===== config.mk =====
export PLATFORM = sky130hd
export DESIGN_NAME = rgb_pwm_driver
export DESIGN_NICKNAME = d
export VERILOG_FILES = /design/src/rtl/pwm_pkg.sv /design/src/rtl/pwm_prescaler.sv /design/src/rtl/rgb_pwm_driver.sv
export SDC_FILE = /design/constraint.sdc
export NUM_CORES = 1
export LEC_CHECK = 0
export ABC_CLOCK_PERIOD_IN_PS = 10190
export BUFFER_PORTS_ARGS = -buffer_cell sky130_fd_sc_hd__buf_2
export CAP_MARGIN = 20
export CORE_MARGIN = 4
export CORE_UTILIZATION = 55
export CTS_CLUSTER_DIAMETER = 80
export DETAILED_ROUTE_END_ITERATION = 7
export PLACE_DENSITY = 0.73
export SLEW_MARGIN = 10
export SYNTH_ARGS = -nofsm -noshare
export SYNTH_HDL_FRONTEND = slang
export SYNTH_SLANG_ARGS = --single-unit
export TNS_END_PERCENT = 5

===== constraint.sdc =====
create_clock -name clk -period 10.19 [get_ports clk]
set_clock_uncertainty 0.15 [all_clocks]
set_input_delay 2.038 -clock clk [delete_from_list [all_inputs] [get_ports clk]]
set_output_delay 2.038 -clock clk [all_outputs]
set_load 0.005 [all_outputs]

===== src/rtl/pwm_pkg.sv =====
// Shared definitions for the RGB PWM driver and its helpers.
// Channel indices match the bit order of the rgb output and the duty_in fields.
package pwm_pkg;

    localparam int R_DEFAULT = 8;

    localparam int CH_RED   = 0;
    localparam int CH_BLUE  = 1;
    localparam int CH_GREEN = 2;

    typedef enum logic [2:0] {
        IDLE,
        SCALE0,
        SCALE1,
        SCALE2,
        ARMED
    } drv_state_t;

endpackage


===== src/rtl/pwm_prescaler.sv =====
// Tick generator: one tick every dvsr+1 clock cycles.
// Also used by the sequencer's gradient timer.
module pwm_prescaler #(
    parameter int DVSR_W = 32
) (
    input  logic              clk,
    input  logic              reset,
    input  logic [DVSR_W-1:0] dvsr,
    output logic              tick
);

    logic [DVSR_W-1:0] tick_cnt;

    // Use >= rather than == so that lowering dvsr below the running count
    // ticks at once, instead of wrapping through the whole counter range.
    assign tick = (tick_cnt >= dvsr);

    always_ff @(posedge clk or posedge reset) begin
        if (reset) begin
            tick_cnt <= '0;
        end else if (tick) begin
            tick_cnt <= '0;
        end else begin
            tick_cnt <= tick_cnt + DVSR_W'(1);
        end
    end

endmodule


===== src/rtl/rgb_pwm_driver.sv =====
// Three-channel PWM driver: accepts a duty triple, scales it by brightness,
// and swaps it in only at a period boundary so that no pulse is ever split.
module rgb_pwm_driver
    import pwm_pkg::*;
#(
    parameter int R      = R_DEFAULT,
    parameter int DVSR_W = 32
) (
    input  logic              clk,
    input  logic              reset,
    input  logic [DVSR_W-1:0] dvsr,
    input  logic [R-1:0]      brightness,
    input  logic [3*(R+1)-1:0] duty_in,
    input  logic              duty_valid,
    output logic              duty_ready,
    output logic              commit,
    output logic [2:0]        rgb
);

    localparam logic [R:0]   DUTY_MAX = {1'b1, {R{1'b0}}};
    localparam logic [R-1:0] CNT_MAX  = '1;

    drv_state_t state, state_next;

    logic [R:0]     stage  [3];
    logic [R:0]     shadow [3];
    logic [R:0]     active [3];
    logic [R-1:0]   bright_q;
    logic [R-1:0]   pwm_cnt;
    logic           tick;
    logic           boundary;
    logic           accept;

    logic [R:0]     mul_in;
    logic [R:0]     gain;
    logic [2*R:0]   product;
    logic [R:0]     scaled;
    logic [R-1:0]   product_frac_unused;

    function automatic logic [R:0] clamp_duty(input logic [R:0] d);
        return (d > DUTY_MAX) ? DUTY_MAX : d;
    endfunction

    pwm_prescaler #(
        .DVSR_W (DVSR_W)
    ) u_prescaler (
        .clk   (clk),
        .reset (reset),
        .dvsr  (dvsr),
        .tick  (tick)
    );

    assign boundary = tick && (pwm_cnt == CNT_MAX);
    assign accept   = duty_valid && duty_ready;

    always_ff @(posedge clk or posedge reset) begin
        if (reset) begin
            state <= IDLE;
        end else begin
            state <= state_next;
        end
    end

    always_comb begin
        state_next = state;
        case (state)
            IDLE:    if (accept) state_next = SCALE0;
            SCALE0:  state_next = SCALE1;
            SCALE1:  state_next = SCALE2;
            SCALE2:  state_next = ARMED;
            ARMED:   if (boundary) state_next = IDLE;
            default: state_next = IDLE;
        endcase
    end

    always_comb begin
        duty_ready = (state == IDLE);
        commit     = (state == ARMED) && boundary;
    end

    // One multiplier shared across the three SCALE states; gain is brightness+1
    // so full brightness passes a duty of 2**R through unchanged.
    always_comb begin
        mul_in = stage[CH_RED];
        case (state)
            SCALE1:  mul_in = stage[CH_BLUE];
            SCALE2:  mul_in = stage[CH_GREEN];
            default: mul_in = stage[CH_RED];
        endcase
    end

    assign gain    = {1'b0, bright_q} + (R+1)'(1);
    assign product = (2*R+1)'(mul_in) * (2*R+1)'(gain);
    assign {scaled, product_frac_unused} = product;

    always_ff @(posedge clk or posedge reset) begin
        if (reset) begin
            for (int ch = 0; ch < 3; ch++) begin
                stage[ch]  <= '0;
                shadow[ch] <= '0;
            end
            bright_q <= '0;
        end else begin
            if (accept) begin
                for (int ch = 0; ch < 3; ch++) begin
                    stage[ch] <= clamp_duty(duty_in[ch*(R+1) +: (R+1)]);
                end
                bright_q <= brightness;
            end
            case (state)
                SCALE0:  shadow[CH_RED]   <= scaled;
                SCALE1:  shadow[CH_BLUE]  <= scaled;
                SCALE2:  shadow[CH_GREEN] <= scaled;
                default: ;
            endcase
        end
    end

    // Active duties change on the same edge that wraps pwm_cnt to 0.
    always_ff @(posedge clk or posedge reset) begin
        if (reset) begin
            for (int ch = 0; ch < 3; ch++) begin
                active[ch] <= '0;
            end
        end else if (commit) begin
            for (int ch = 0; ch < 3; ch++) begin
                active[ch] <= shadow[ch];
            end
        end
    end

    always_ff @(posedge clk or posedge reset) begin
        if (reset) begin
            pwm_cnt <= '0;
            rgb     <= 3'b000;
        end else begin
            if (tick) begin
                pwm_cnt <= pwm_cnt + R'(1);
            end
            for (int ch = 0; ch < 3; ch++) begin
                rgb[ch] <= ({1'b0, pwm_cnt} < active[ch]);
            end
        end
    end

endmodule

## Word level (Yosys, flattened, before mapping)

Cells that the tools add are included.

- Multiplexer cells: 8
- Order comparisons: 7
- Equality and inequality tests: 7
- Reductions and logical operators: 5
- $add $sub $neg: 3
- Multiply operators: 1

Operators by type and width:

| cell | number |
|---|---|
| adder 32 x 1 -> 32 bit, second input constant | 1 |
| >= comparator 32 bit | 1 |
| two-way mux 32 bit | 1 |
| > comparator 9 bit, second input constant | 3 |
| < comparator 8 x 9 -> 1 bit | 3 |
| two-way mux 9 bit | 3 |
| one-hot mux 9 bit (2 select lines) | 1 |
| multiplier 9 x 9 -> 17 bit | 1 |
| one-hot mux 3 bit (5 select lines) | 1 |
| adder 8 x 1 -> 9 bit, second input constant | 1 |
| adder 8 x 1 -> 8 bit, second input constant | 1 |
| equality test 8 bit, second input constant | 1 |
| equality test 3 x 2 -> 1 bit, second input constant | 2 |
| two-way mux 3 bit | 2 |
| equality test 3 x 1 -> 1 bit, second input constant | 1 |
| equality test 3 bit, second input constant | 1 |
| logical AND 1 bit | 3 |
| logical NOT 3 bit | 1 |
| != test 2 x 1 -> 1 bit, second input constant | 1 |
| != test 2 bit, second input constant | 1 |
| AND reduction 2 bit | 1 |

- Output and inout port bits: 5
- Bits in registers: 135
- Bits of input ports: 70
- Logic and storage cells: 45

## Longest topological paths before layout

- Depth in word-level cells: 4
- Depth in mapped cells: 21
- Depth with buffers taken out: 20

## By module

A second synthesis with hierarchy kept.

- Cells, all modules: 1003
- Area total of the unflattened synthesis: 9469.1 µm²

By module, submodules not included:

| module | times used | cells an instance | seq. area each (µm²) | area each (µm²) |
|---|---|---|---|---|
| rgb_pwm_driver | 1 | 725 | 2577.5 | 7045.5 |
| pwm_prescaler | 1 | 278 | 800.8 | 2423.6 |

## Least setup slack after synthesis

OpenSTA, ideal clock, no wires.

- Kind: in2out
- Start point: in dvsr[28]
- End point: out commit
- Path buffers: 1
- Setup slack: 4.249 ns
- Stages: 9
- Arrival time: 3.753 ns
- Cell sequence: inv_1 ha_1 nand4_1 nor3_2 o221ai_1 a32o_1 o21ai_2 clkbuf_1 nor4b_1

- Longest elaborated chain between the ends: 3

RTL lines:

| what | line | text |
|---|---|---|
| start: declaration | rgb_pwm_driver.sv:11 | `input logic [DVSR_W-1:0] dvsr,` |
| >= comparator 32 bit | pwm_prescaler.sv:16 | `assign tick = (tick_cnt >= dvsr);` |
| logical AND 1 bit | rgb_pwm_driver.sv:53 | `assign boundary = tick && (pwm_cnt == CNT_MAX);` |
| logical AND 1 bit | rgb_pwm_driver.sv:78 | `commit = (state == ARMED) && boundary;` |
| end: declaration | rgb_pwm_driver.sv:16 | `output logic commit,` |

No other way between the ends.

## Final worst setup path

Same ends and word-level chain as after synthesis.

==> flow_summary_export.csv <==
group,metric,value,unit
critical_path,startpoint_type,"input pin",
clock_network,cts_root_buf,"clkbuf_16",
yosys,synth-main-ff-cell,"dfrtp_1",
hold_path,min_from,"stage[0]",
floorplan,initial_core_util,0.565,
timing,period_minus_slack,6.42,ns
yosys,avgSynthCellArea,9.68,um^2
route,final_antenna_net_count,0,
yosys,yosysTopAreaCell,"dfrtp_1",
timing,rsz0062_at_grt,"no",
yosys,synth-edff-count,0,
yosys,synth_cell_types,54,
clock_network,clock_latency,0.41,ns
global_routing,antenna_found_initial,0,
global_routing,grt.overflow.total,0,
critical_path,worstPathArrival,4.23,ns
route,drt-total-wl,18100,um
clock_network,post_cts_buffers,0,
hold_path,hold_depth,2,
job,cap_violations,0,
clock_network,clk_path_buf_depth,2,
pwr,total_power,3.49,mW
timing,fin_setup_tns,0,ns
cells_and_area,area_growth_syn_to_layout,12.4,%
floorplan,dieArea,19300,um^2
timing,drv_slew,0,
critical_path,reg2reg_from,"state[0]",
timing,hold_viol,0,
timing,setup_violations,0,
floorplan,core_area,16700,um^2
floorplan,die-height,139,um
global_routing,grt_max_degree,87,
yosys,ys_ff_latch,135,
global_routing,grt_pass1_vias,6728,
critical_path,r2r-end,"shadow[5]",
route,route.detailed.drc,0,
yosys,synth.net_count,1180,
cells_and_area,drive_above_1_share,0.165,
timing,layout_worst_path_cycle_share,0.630,
critical_path,crit_type,"input pin to primary output",
timing,fmax,156,MHz
route,via_count,6691,
timing,setup_ws,3.77,ns
global_routing,grt_usage,0.197,
place,place_hpwl,13800,um
run_status,outcome,"complete, no violations",
place,place_ws,3.79,ns
yosys,synthTopCellsByArea,"dfrtp_1 (36%), ha_1 (12%), fa_1 (10%), mux2_2 (4.9%), inv_1 (4.8%)",
yosys,ys_seq_area_frac,0.358,
critical_path,worstPathRequired,8.00,ns
pwr,powerDensity,330,nW/um^2
route,drt_pass1_iterations,4,
floorplan,row_count,47,
clock_network,cts_sinks,135,
clock_network,cts_buffers,17,
route,wl_per_cell,14.2,um
floorplan,io-pin-count,75,
cells_and_area,multiInputGateArea,5470,um^2
clock_network,holdBufCountCts,0,
cells_and_area,fill_cells,1411,
hold_path,hold_path.class,"flop to flop",
route,viasPerCell,5.24,
clock_network,cts_resized,0,
clock_network,clk_pin_slew,0.06,ns
critical_path,reg2reg_slack,3.79,ns
critical_path,worstPathMaxFanout,43,
clock_network,cts_tree,"built",
critical_path,critPathCaptureType,"primary output",
timing,relSlewSlack,0.364,
pwr,ir_worst_vdd,0.257,mV
floorplan,dieWidth,139,um
timing,worst_pin_slew,0.945,ns
cells_and_area,nets,1251,
place,portBuffers,74,
cells_and_area,ff_latch_area,3380,um^2
yosys,synthArstFlopShare,1.00,
route,first_iter_violations,324,
clock_network,h-tree-depth,4,
yosys,synthCells,974,
pwr,power.leakage,5.35,nW
global_routing,grt_pass1_wl,31700,um
cells_and_area,diodes,0,
yosys,netlist.area_leader.share,0.358,
place,place_congestion,0.836,
hold_path,hold_end,"stage[0]",
yosys,syn_area,9430,um^2
yosys,yosys_warnings,0,
critical_path,r2r_cells,18,
cell type report:
| class | count | share of cell area |
|---|---|---|
| clock buffers | 21 | 0.0425 |
| clock inverters | 11 | 0.0139 |
| inverters | 121 | 0.0433 |
| multi-input cells | 692 | 0.516 |
| flip-flops and latches | 135 | 0.319 |
| well taps | 220 | 0.0260 |
| repair buffers | 78 | 0.0397 |
worst max-delay path, stage by stage:
cell and delay (ns):
buf_2 0.07, inv_1 0.04, ha_1 0.29, nand4_1 0.14
nor3_2 0.27, o221ai_1 0.16, a32o_1 0.32, o21ai_2 0.06
buf_4 0.39, nor4b_1 0.27, buf_2 0.16
through the flow:
step / utilization / instances / hold WS (ns) / instance area [um^2]
2_1_floorplan: - / 974 / 0.289 / 9430
3_3_place_gp: 0.597 / 1245 / 0.306 / 9970
3_5_place_dp: 0.597 / 1245 / 0.319 / 9970
4_1_cts: 0.633 / 1277 / 0.331 / 10600
5_1_grt: 0.635 / 1278 / 0.352 / 10600
6_report: 0.635 / 1278 / 0.328 / 10600
power breakdown:
part	leakage (nW)	internal [mW]	total [mW]	switching, mW
clock network	0.292	0.392	0.621	0.229
logic	3.26	0.825	2.11	1.29
registers	1.79	0.664	0.759	0.0951
cells by family (layout without fill, tap and decap cells):
group	after synthesis	after routing	share of synthesized area
adder cells (fa/ha/maj)	136	136	0.219
multiplexers	52	52	0.0638
AO/OA/AOI/OAI	122	122	0.0768
flip-flops	135	135	0.358
buffers and inverters	147	231	0.0618
AND/OR/NAND/NOR	328	328	0.170
XOR/XNOR	54	54	0.0502
synth_stat cells (17+ instances only):
cell type,n
nand2_1,72
clkbuf_1,17
xnor2_1,25
mux2_2,41
nor2_1,105
nand2b_1,44
dfrtp_1,135
xor2_1,29
a21oi_1,24
o21ai_0,66
nand4_1,18
ha_1,88
nand3_1,21
or2_2,17
inv_1,121
fa_1,48
worst max-delay path by stage:
stage | slack, ns | endpoint | startpoint | cells after the start
after floorplan | 4.25 | commit | dvsr[28] | 9
after global placement | 3.74 | commit | dvsr[28] | 11
after detailed placement | 3.79 | commit | dvsr[28] | 11
after CTS | 3.78 | commit | dvsr[28] | 11
after global routing | 3.39 | shadow[5] | state[0] | 18
final | 3.77 | commit | dvsr[28] | 11
sequential cells by signal (all words and copies together) (netlist names):
signal and flops:
pwm_cnt 8, active 27, stage 27, bright_q 8, u_prescaler.tick_cnt 32, shadow 27
state 3, rgb 3
metal layers:
metal	GRT usage	up-vias	part of all wire
li1	-	3373	-
met1	0.269	3177	0.47
met2	0.323	118	0.48
met3	0.0417	23	0.040
met4	0.0515	0	0.013
met5	0	-	0
cell usage in the layout (no fill, tap or decap), types with 3 or more instances in the layout:
cell type  synthesis  routed
buf_2              1      74
a41oi_1            3       3
and2_1             4       4
fa_1              48      48
and3_1             8       8
bufinv_16          0       3
inv_1            121     120
xor2_1            29      29
buf_4              0       3
clkbuf_1          17       3
a21o_1             8       8
nor4_1             7       7
or2_2             17      17
clkinv_2           0       3
mux2_2            41      41
xnor2_1           25      25
dfrtp_1          135     135
nand3_1           21      21
a21oi_1           24      24
mux2i_1            8       8
nand4_1           18      18
ha_1              88      88
nor2_1           105     105
nor2b_1            7       7
o31ai_1            3       3
inv_6              0       3
o21ai_0           66      66
nand2_1           72      72
clkbuf_16          0      17
or3_1              4       4
nand2b_1          44      44
a211oi_1           5       5
nor3_1             6       6
Power figures use the tool's default switching activity.
